[config.mk]
export PLATFORM = sky130hd
export DESIGN_NAME = psram_qspi_responder
export DESIGN_NICKNAME = d
export VERILOG_FILES = /design/src/rtl/psram_qspi_responder.sv
export SDC_FILE = /design/constraint.sdc
export NUM_CORES = 1
export LEC_CHECK = 0
export ABC_AREA = 1
export CORE_ASPECT_RATIO = 1.2
export CORE_MARGIN = 4
export CORE_UTILIZATION = 53
export DETAILED_ROUTE_END_ITERATION = 7
export GPL_TIMING_DRIVEN = 0
export PLACE_DENSITY = 0.75
export SETUP_SLACK_MARGIN = 0.1
export SLEW_MARGIN = 10
export SYNTH_ARGS = -nofsm -noshare
export SYNTH_HDL_FRONTEND = slang
export SYNTH_SLANG_ARGS = --single-unit
[constraint.sdc]
create_clock -name clk -period 8.1 [get_ports clk]
set_clock_uncertainty 0.2 [all_clocks]
set_input_delay 1.62 -clock clk [delete_from_list [all_inputs] [get_ports clk]]
set_output_delay 1.62 -clock clk [all_outputs]
set_load 0.01 [all_outputs]
[src/rtl/psram_qspi_responder.sv]
// QSPI PSRAM device-side responder: decodes quad read (0xEB) and quad write (0x38)
// commands from an oversampled sck/ce_n/dio bus and accesses a byte-wide synchronous SRAM.
module psram_qspi_responder #(
    parameter int ADDR_W = 24,
    parameter int DUMMY  = 6
) (
    input  logic              clk,
    input  logic              rst,
    input  logic              sck,
    input  logic              ce_n,
    input  logic [3:0]        din,
    output logic [3:0]        dout,
    output logic [3:0]        douten,
    output logic [ADDR_W-1:0] mem_addr,
    output logic              mem_re,
    output logic              mem_we,
    output logic [7:0]        mem_wdata,
    input  logic [7:0]        mem_rdata
);
    localparam logic [7:0] CMD_READ  = 8'hEB;
    localparam logic [7:0] CMD_WRITE = 8'h38;
    localparam logic [7:0] DUMMY_CNT = 8'(DUMMY);

    typedef enum logic [2:0] {
        S_IDLE, S_CMD, S_ADDR, S_DUMMY, S_RDATA, S_WDATA, S_IGNORE
    } state_t;

    state_t state_reg, state_next;

    logic [1:0]        sck_pipe_reg;
    logic              sck_dly_reg;
    logic [1:0]        ce_pipe_reg;
    logic [3:0]        din_s;
    logic              ce_s;
    logic              sck_rise;
    logic              sck_fall;

    logic [7:0]        cnt_reg;
    logic [7:0]        cmd_reg;
    logic [23:0]       addr_reg;
    logic              is_write_reg;
    logic [7:0]        prefetch_reg;
    logic              re_dly_reg;
    logic              low_next_reg;
    logic              wr_half_reg;
    logic [3:0]        wr_hi_reg;
    logic [3:0]        dout_reg;
    logic [ADDR_W-1:0] mem_addr_reg;
    logic              mem_re_reg;
    logic              mem_we_reg;
    logic [7:0]        mem_wdata_reg;

    logic [7:0]        cmd_shift;
    logic [23:0]       addr_shift;

    // Two-flop synchronizers; sck keeps a third copy for edge detection.
    always_ff @(posedge clk or posedge rst) begin
        if (rst) begin
            sck_pipe_reg <= 2'b00;
            sck_dly_reg  <= 1'b0;
            ce_pipe_reg  <= 2'b11;
        end else begin
            sck_pipe_reg <= {sck_pipe_reg[0], sck};
            sck_dly_reg  <= sck_pipe_reg[1];
            ce_pipe_reg  <= {ce_pipe_reg[0], ce_n};
        end
    end

    for (genvar gi = 0; gi < 4; gi++) begin : g_din_sync
        logic [1:0] pipe_reg;
        always_ff @(posedge clk or posedge rst) begin
            if (rst) begin
                pipe_reg <= 2'b00;
            end else begin
                pipe_reg <= {pipe_reg[0], din[gi]};
            end
        end
        assign din_s[gi] = pipe_reg[1];
    end

    assign ce_s       = ce_pipe_reg[1];
    assign sck_rise   = sck_pipe_reg[1] & ~sck_dly_reg;
    assign sck_fall   = ~sck_pipe_reg[1] & sck_dly_reg;
    assign cmd_shift  = {cmd_reg[6:0], din_s[0]};
    assign addr_shift = {addr_reg[19:0], din_s};

    always_ff @(posedge clk or posedge rst) begin
        if (rst) begin
            state_reg <= S_IDLE;
        end else begin
            state_reg <= state_next;
        end
    end

    always_comb begin
        state_next = state_reg;
        if (state_reg != S_IDLE && ce_s) begin
            state_next = S_IDLE;
        end else begin
            case (state_reg)
                S_IDLE:  if (!ce_s) state_next = S_CMD;
                S_CMD:   if (sck_rise && cnt_reg == 8'd7)
                             state_next = (cmd_shift == CMD_READ || cmd_shift == CMD_WRITE)
                                          ? S_ADDR : S_IGNORE;
                S_ADDR:  if (sck_rise && cnt_reg == 8'd5)
                             state_next = is_write_reg ? S_WDATA : S_DUMMY;
                S_DUMMY: if (sck_fall && cnt_reg == DUMMY_CNT) state_next = S_RDATA;
                default: state_next = state_reg;
            endcase
        end
    end

    always_comb begin
        douten = 4'h0;
        if (state_reg == S_RDATA) douten = 4'hF;
    end

    always_ff @(posedge clk or posedge rst) begin
        if (rst) begin
            cnt_reg       <= '0;
            cmd_reg       <= '0;
            addr_reg      <= '0;
            is_write_reg  <= 1'b0;
            prefetch_reg  <= '0;
            re_dly_reg    <= 1'b0;
            low_next_reg  <= 1'b0;
            wr_half_reg   <= 1'b0;
            wr_hi_reg     <= '0;
            dout_reg      <= '0;
            mem_addr_reg  <= '0;
            mem_re_reg    <= 1'b0;
            mem_we_reg    <= 1'b0;
            mem_wdata_reg <= '0;
        end else begin
            mem_re_reg <= 1'b0;
            mem_we_reg <= 1'b0;
            re_dly_reg <= mem_re_reg;
            if (re_dly_reg) prefetch_reg <= mem_rdata;
            // Write address advances the clk after the strobe so mem_we sees the current address.
            if (mem_we_reg) mem_addr_reg <= mem_addr_reg + 1'b1;

            if (state_next != state_reg) begin
                cnt_reg <= '0;
            end else if (sck_rise) begin
                cnt_reg <= cnt_reg + 8'd1;
            end

            if (!ce_s) begin
                case (state_reg)
                    S_IDLE: begin
                        dout_reg     <= '0;
                        low_next_reg <= 1'b0;
                        wr_half_reg  <= 1'b0;
                    end
                    S_CMD: begin
                        if (sck_rise) begin
                            cmd_reg <= cmd_shift;
                            if (cnt_reg == 8'd7) is_write_reg <= (cmd_shift == CMD_WRITE);
                        end
                    end
                    S_ADDR: begin
                        if (sck_rise) begin
                            addr_reg <= addr_shift;
                            if (cnt_reg == 8'd5) begin
                                mem_addr_reg <= addr_shift[ADDR_W-1:0];
                                mem_re_reg   <= ~is_write_reg;
                            end
                        end
                    end
                    S_DUMMY: begin
                        if (state_next == S_RDATA) begin
                            dout_reg     <= prefetch_reg[7:4];
                            low_next_reg <= 1'b1;
                        end
                    end
                    S_RDATA: begin
                        if (sck_fall) begin
                            if (low_next_reg) begin
                                dout_reg     <= prefetch_reg[3:0];
                                low_next_reg <= 1'b0;
                                mem_addr_reg <= mem_addr_reg + 1'b1;
                                mem_re_reg   <= 1'b1;
                            end else begin
                                dout_reg     <= prefetch_reg[7:4];
                                low_next_reg <= 1'b1;
                            end
                        end
                    end
                    S_WDATA: begin
                        if (sck_rise) begin
                            if (wr_half_reg) begin
                                mem_wdata_reg <= {wr_hi_reg, din_s};
                                mem_we_reg    <= 1'b1;
                                wr_half_reg   <= 1'b0;
                            end else begin
                                wr_hi_reg   <= din_s;
                                wr_half_reg <= 1'b1;
                            end
                        end
                    end
                    default: ;
                endcase
            end else begin
                // Any partially received write byte is dropped here.
                wr_half_reg  <= 1'b0;
                low_next_reg <= 1'b0;
            end
        end
    end

    assign dout      = dout_reg;
    assign mem_addr  = mem_addr_reg;
    assign mem_re    = mem_re_reg;
    assign mem_we    = mem_we_reg;
    assign mem_wdata = mem_wdata_reg;

endmodule

==> impl_metrics.yaml <==
run_status:
  status: "completed"
yosys:
  ys_seq_area_share_pct: 46.24
  synth_top_cell_by_area: "dfrtp_1"
  synthCells: 738
  ys_types: 42
  synth-async-reset-ratio_pct: 100.0
  synth_warnings: 0
  synthesis.nets: 758
  synth-seq-cells: 105
  avgSynthCellArea_um2: 7.707
  synth_area_leaders: "dfrtp_1 (45%), nand2_1 (15%), o21ai_0 (6.3%), inv_1 (5.5%), nand3_1 (4.2%)"
  synth_flop_cell: "dfrtp_1"
  synth_top_area_share_pct: 45.31
  synth-edff-count: 0
  syn_area_um2: 5688
grt:
  grt_max_degree: 61
  gr-total-overflow: 0
  grt_pass1_vias: 4799
  track_usage_pct: 23.97
  antenna_found_initial: 0
  grt_pass1_wl_um: 23250
clocking:
  clkSinkCount: 105
  cts.htree.levels: 3
  post_cts_buffers: 0
  clock_path_buffers: 2
  cts_tree: "built"
  cts.clk_slew.worst_paths_ns: 0.07
  cts-root-buf: "clkbuf_16"
  clkLatencyLatePin_ns: 0.35
  cts_resized: 0
  ctsHoldBuffers: 0
  numCtsBuffers: 9
critical_path:
  crit_type: "reg -> out"
  end_kind: "output port"
  worstPathArrival_ns: 2.14
  crit_required_ns: 6.28
  cp_slowest_stage_delay_ns: 0.53
  critPathLaunchType: "register"
  path_max_fanout: 10
  r2r_slack_ns: 5.75
  crit_path_top_delay_cell: "clkdlybuf4s50_1"
  path_cells: "nor2_1 -> nand2_2 -> inv_2 -> buf_4 -> clkdlybuf4s50_1"
final_layout:
  nets: 827
  synthToLayoutAreaGrowth_pct: 18.74
  num-fill-cells: 901
  num_antenna_cells: 0
  final_common_cell: "nand2_1"
  final_cell_mix: "nand2_1 (234), dfrtp_1 (103), inv_1 (82)"
  largest_register_ffs: 24
  drive_above_1_share_pct: 9.001
timing:
  fmax_mhz: 252.8
  layout_min_cycle_time_ns: 3.956
  worst_pin_slew_ns: 0.6215
  rsz0062_at_grt: "false"
  relSlewSlack_pct: 58.56
  hold_ws_ns: 0.1529
  tns_ns: 0
  hold_viol_final: 0
  fin_crit_sh_pct: 48.84
  setup_viol: 0
  slew_violations: 0
power_and_ir_drop:
  cellPowerDensity_nw_per_um2: 172.0
  p_sw_share_pct: 27.53
  comb_power_share_pct: 11.8
  leakage_nw: 3.096
  intPower_mw: 0.8419
  vdd_drop_max_mv: 0.1434
  p_sw_mw: 0.3199
  clkPwrFrac_pct: 38.8
  p_seq_share_pct: 49.4
detailed_routing:
  first_pass_iters: 6
  drt-initial-drc-count: 379
  drc: 0
  final_antenna_net_count: 0
  avgRoutedWirePerCell_um: 15.28
  vias_per_cell: 5.477
  wl_um: 14360
  num_vias: 5148
floorplanning:
  die-height_um: 121.5
  fp.dieW_um: 102.6
  core_um2: 10520
  dieArea_um2: 12460
  ioPinCount: 58
  floorplan.initialDensity_pct: 54.09
  rows: 41
placement:
  hpwl_um: 10750
  gp_congestion: 0.9565
  port_buffers: 57
min_path:
  hp-class: "reg -> reg"
run:
  maxCapViolCount: 0
## layout make-up
| type | instances | area [um2] | area share, % |
|---|---|---|---|
| Clock inverter | 6 | 76.32 | 1.130 |
| Multi-Input combinational cell | 519 | 2594 | 38.40 |
| Clock buffer | 9 | 225.2 | 3.335 |
| Timing Repair Buffer | 58 | 598.1 | 8.855 |
| Sequential cell | 105 | 2630 | 38.94 |
| Buffer | 24 | 123.9 | 1.834 |
| Inverter | 90 | 345.3 | 5.113 |
| Tap cell | 129 | 161.4 | 2.390 |
## power by group through the flow
stage	Combinational, mW	Clock, mW	Sequential, mW
final	0.137	0.450	0.574
after CTS	0.140	0.457	0.573
after global placement	0.134	0	0.582
after detailed placement	0.139	0	0.584
after global routing	0.158	0.479	0.579
after floorplan	0.103	0	0.578
## path summary, 6_finish.rpt
check / startpoint / to / cells after the start
max in group asynchronous: rst / ce_pipe_reg[1]$_DFF_PP1_ / 3
hold reg to reg: sck_pipe_reg[0]$_DFF_PP0_ / sck_pipe_reg[1]$_DFF_PP0_ / 0
setup / recovery: state_reg[0]$_DFF_PP0_ / douten[1] / 5
min in group asynchronous: rst / g_din_sync[1].pipe_reg[0]$_DFF_PP0_ / 2
hold / removal: sck_pipe_reg[0]$_DFF_PP0_ / sck_pipe_reg[1]$_DFF_PP0_ / 0
setup reg to reg: mem_addr[0]$_DFF_PP0_ / mem_addr[16]$_DFF_PP0_ / 14
## synthesized netlist by cell type (2+ instances only)
master	count
a21oi_1	14
buf_1	2
buf_2	6
buf_4	3
buf_6	2
clkbuf_1	11
dfrtp_1	103
dfstp_2	2
ha_1	4
inv_1	83
inv_2	6
mux2_2	7
nand2_1	234
nand2_2	5
nand3_1	48
nand3_2	2
nand4_1	6
nor2_1	52
nor2_2	6
nor2_4	5
nor3_1	5
nor3_2	2
nor3_4	3
o211ai_1	6
o21ai_0	72
o21ai_1	5
o21bai_1	2
o221ai_1	2
o22ai_1	8
or2_2	2
xnor2_1	6
xor2_1	14
## layer usage
layer	share of wire, %	vias to the layer above	GRT usage (%)
met5	0	-	0
met4	2.1	0	9.352
met3	6.2	23	3.508
met2	50	190	38.93
met1	41	2441	32.11
li1	-	2494	-
## worst max-delay path: cells and delay by family (launching register included)
family / cells / cell delay [ns]
buffers and inverters: 3 / 0.85
flip-flops: 1 / 0.45
AND/OR/NAND/NOR: 2 / 0.48
## per-stage QoR
stage | instances | power (mW) | util, % | setup WS, ns | instance area [um2]
after floorplan | 738 | 0.6817 | - | 3.523 | 5688
after global placement | 924 | 0.7160 | 61.05 | 2.007 | 6420
after detailed placement | 925 | 0.7226 | 61.36 | 4.519 | 6452
after CTS | 940 | 1.170 | 64.22 | 4.128 | 6754
after global routing | 940 | 1.217 | 64.22 | 4.003 | 6754
final | 940 | 1.162 | 64.22 | 4.144 | 6754
## kinds of logic (layout without fill, tap and decap cells)
| group | after synthesis | after routing | share of synthesized area [%] |
|---|---|---|---|
| DFF | 105 | 105 | 46.24 |
| buffers and inverters | 114 | 187 | 8.161 |
| muxes | 7 | 7 | 1.386 |
| and+or+nand+nor | 372 | 372 | 28.62 |
| xor gates and xnor gates | 20 | 20 | 3.080 |
| AOI/OAI and AO/OA | 116 | 116 | 11.64 |
| adders and majority gates | 4 | 4 | 0.8799 |
(Power assumes the default switching activity.)
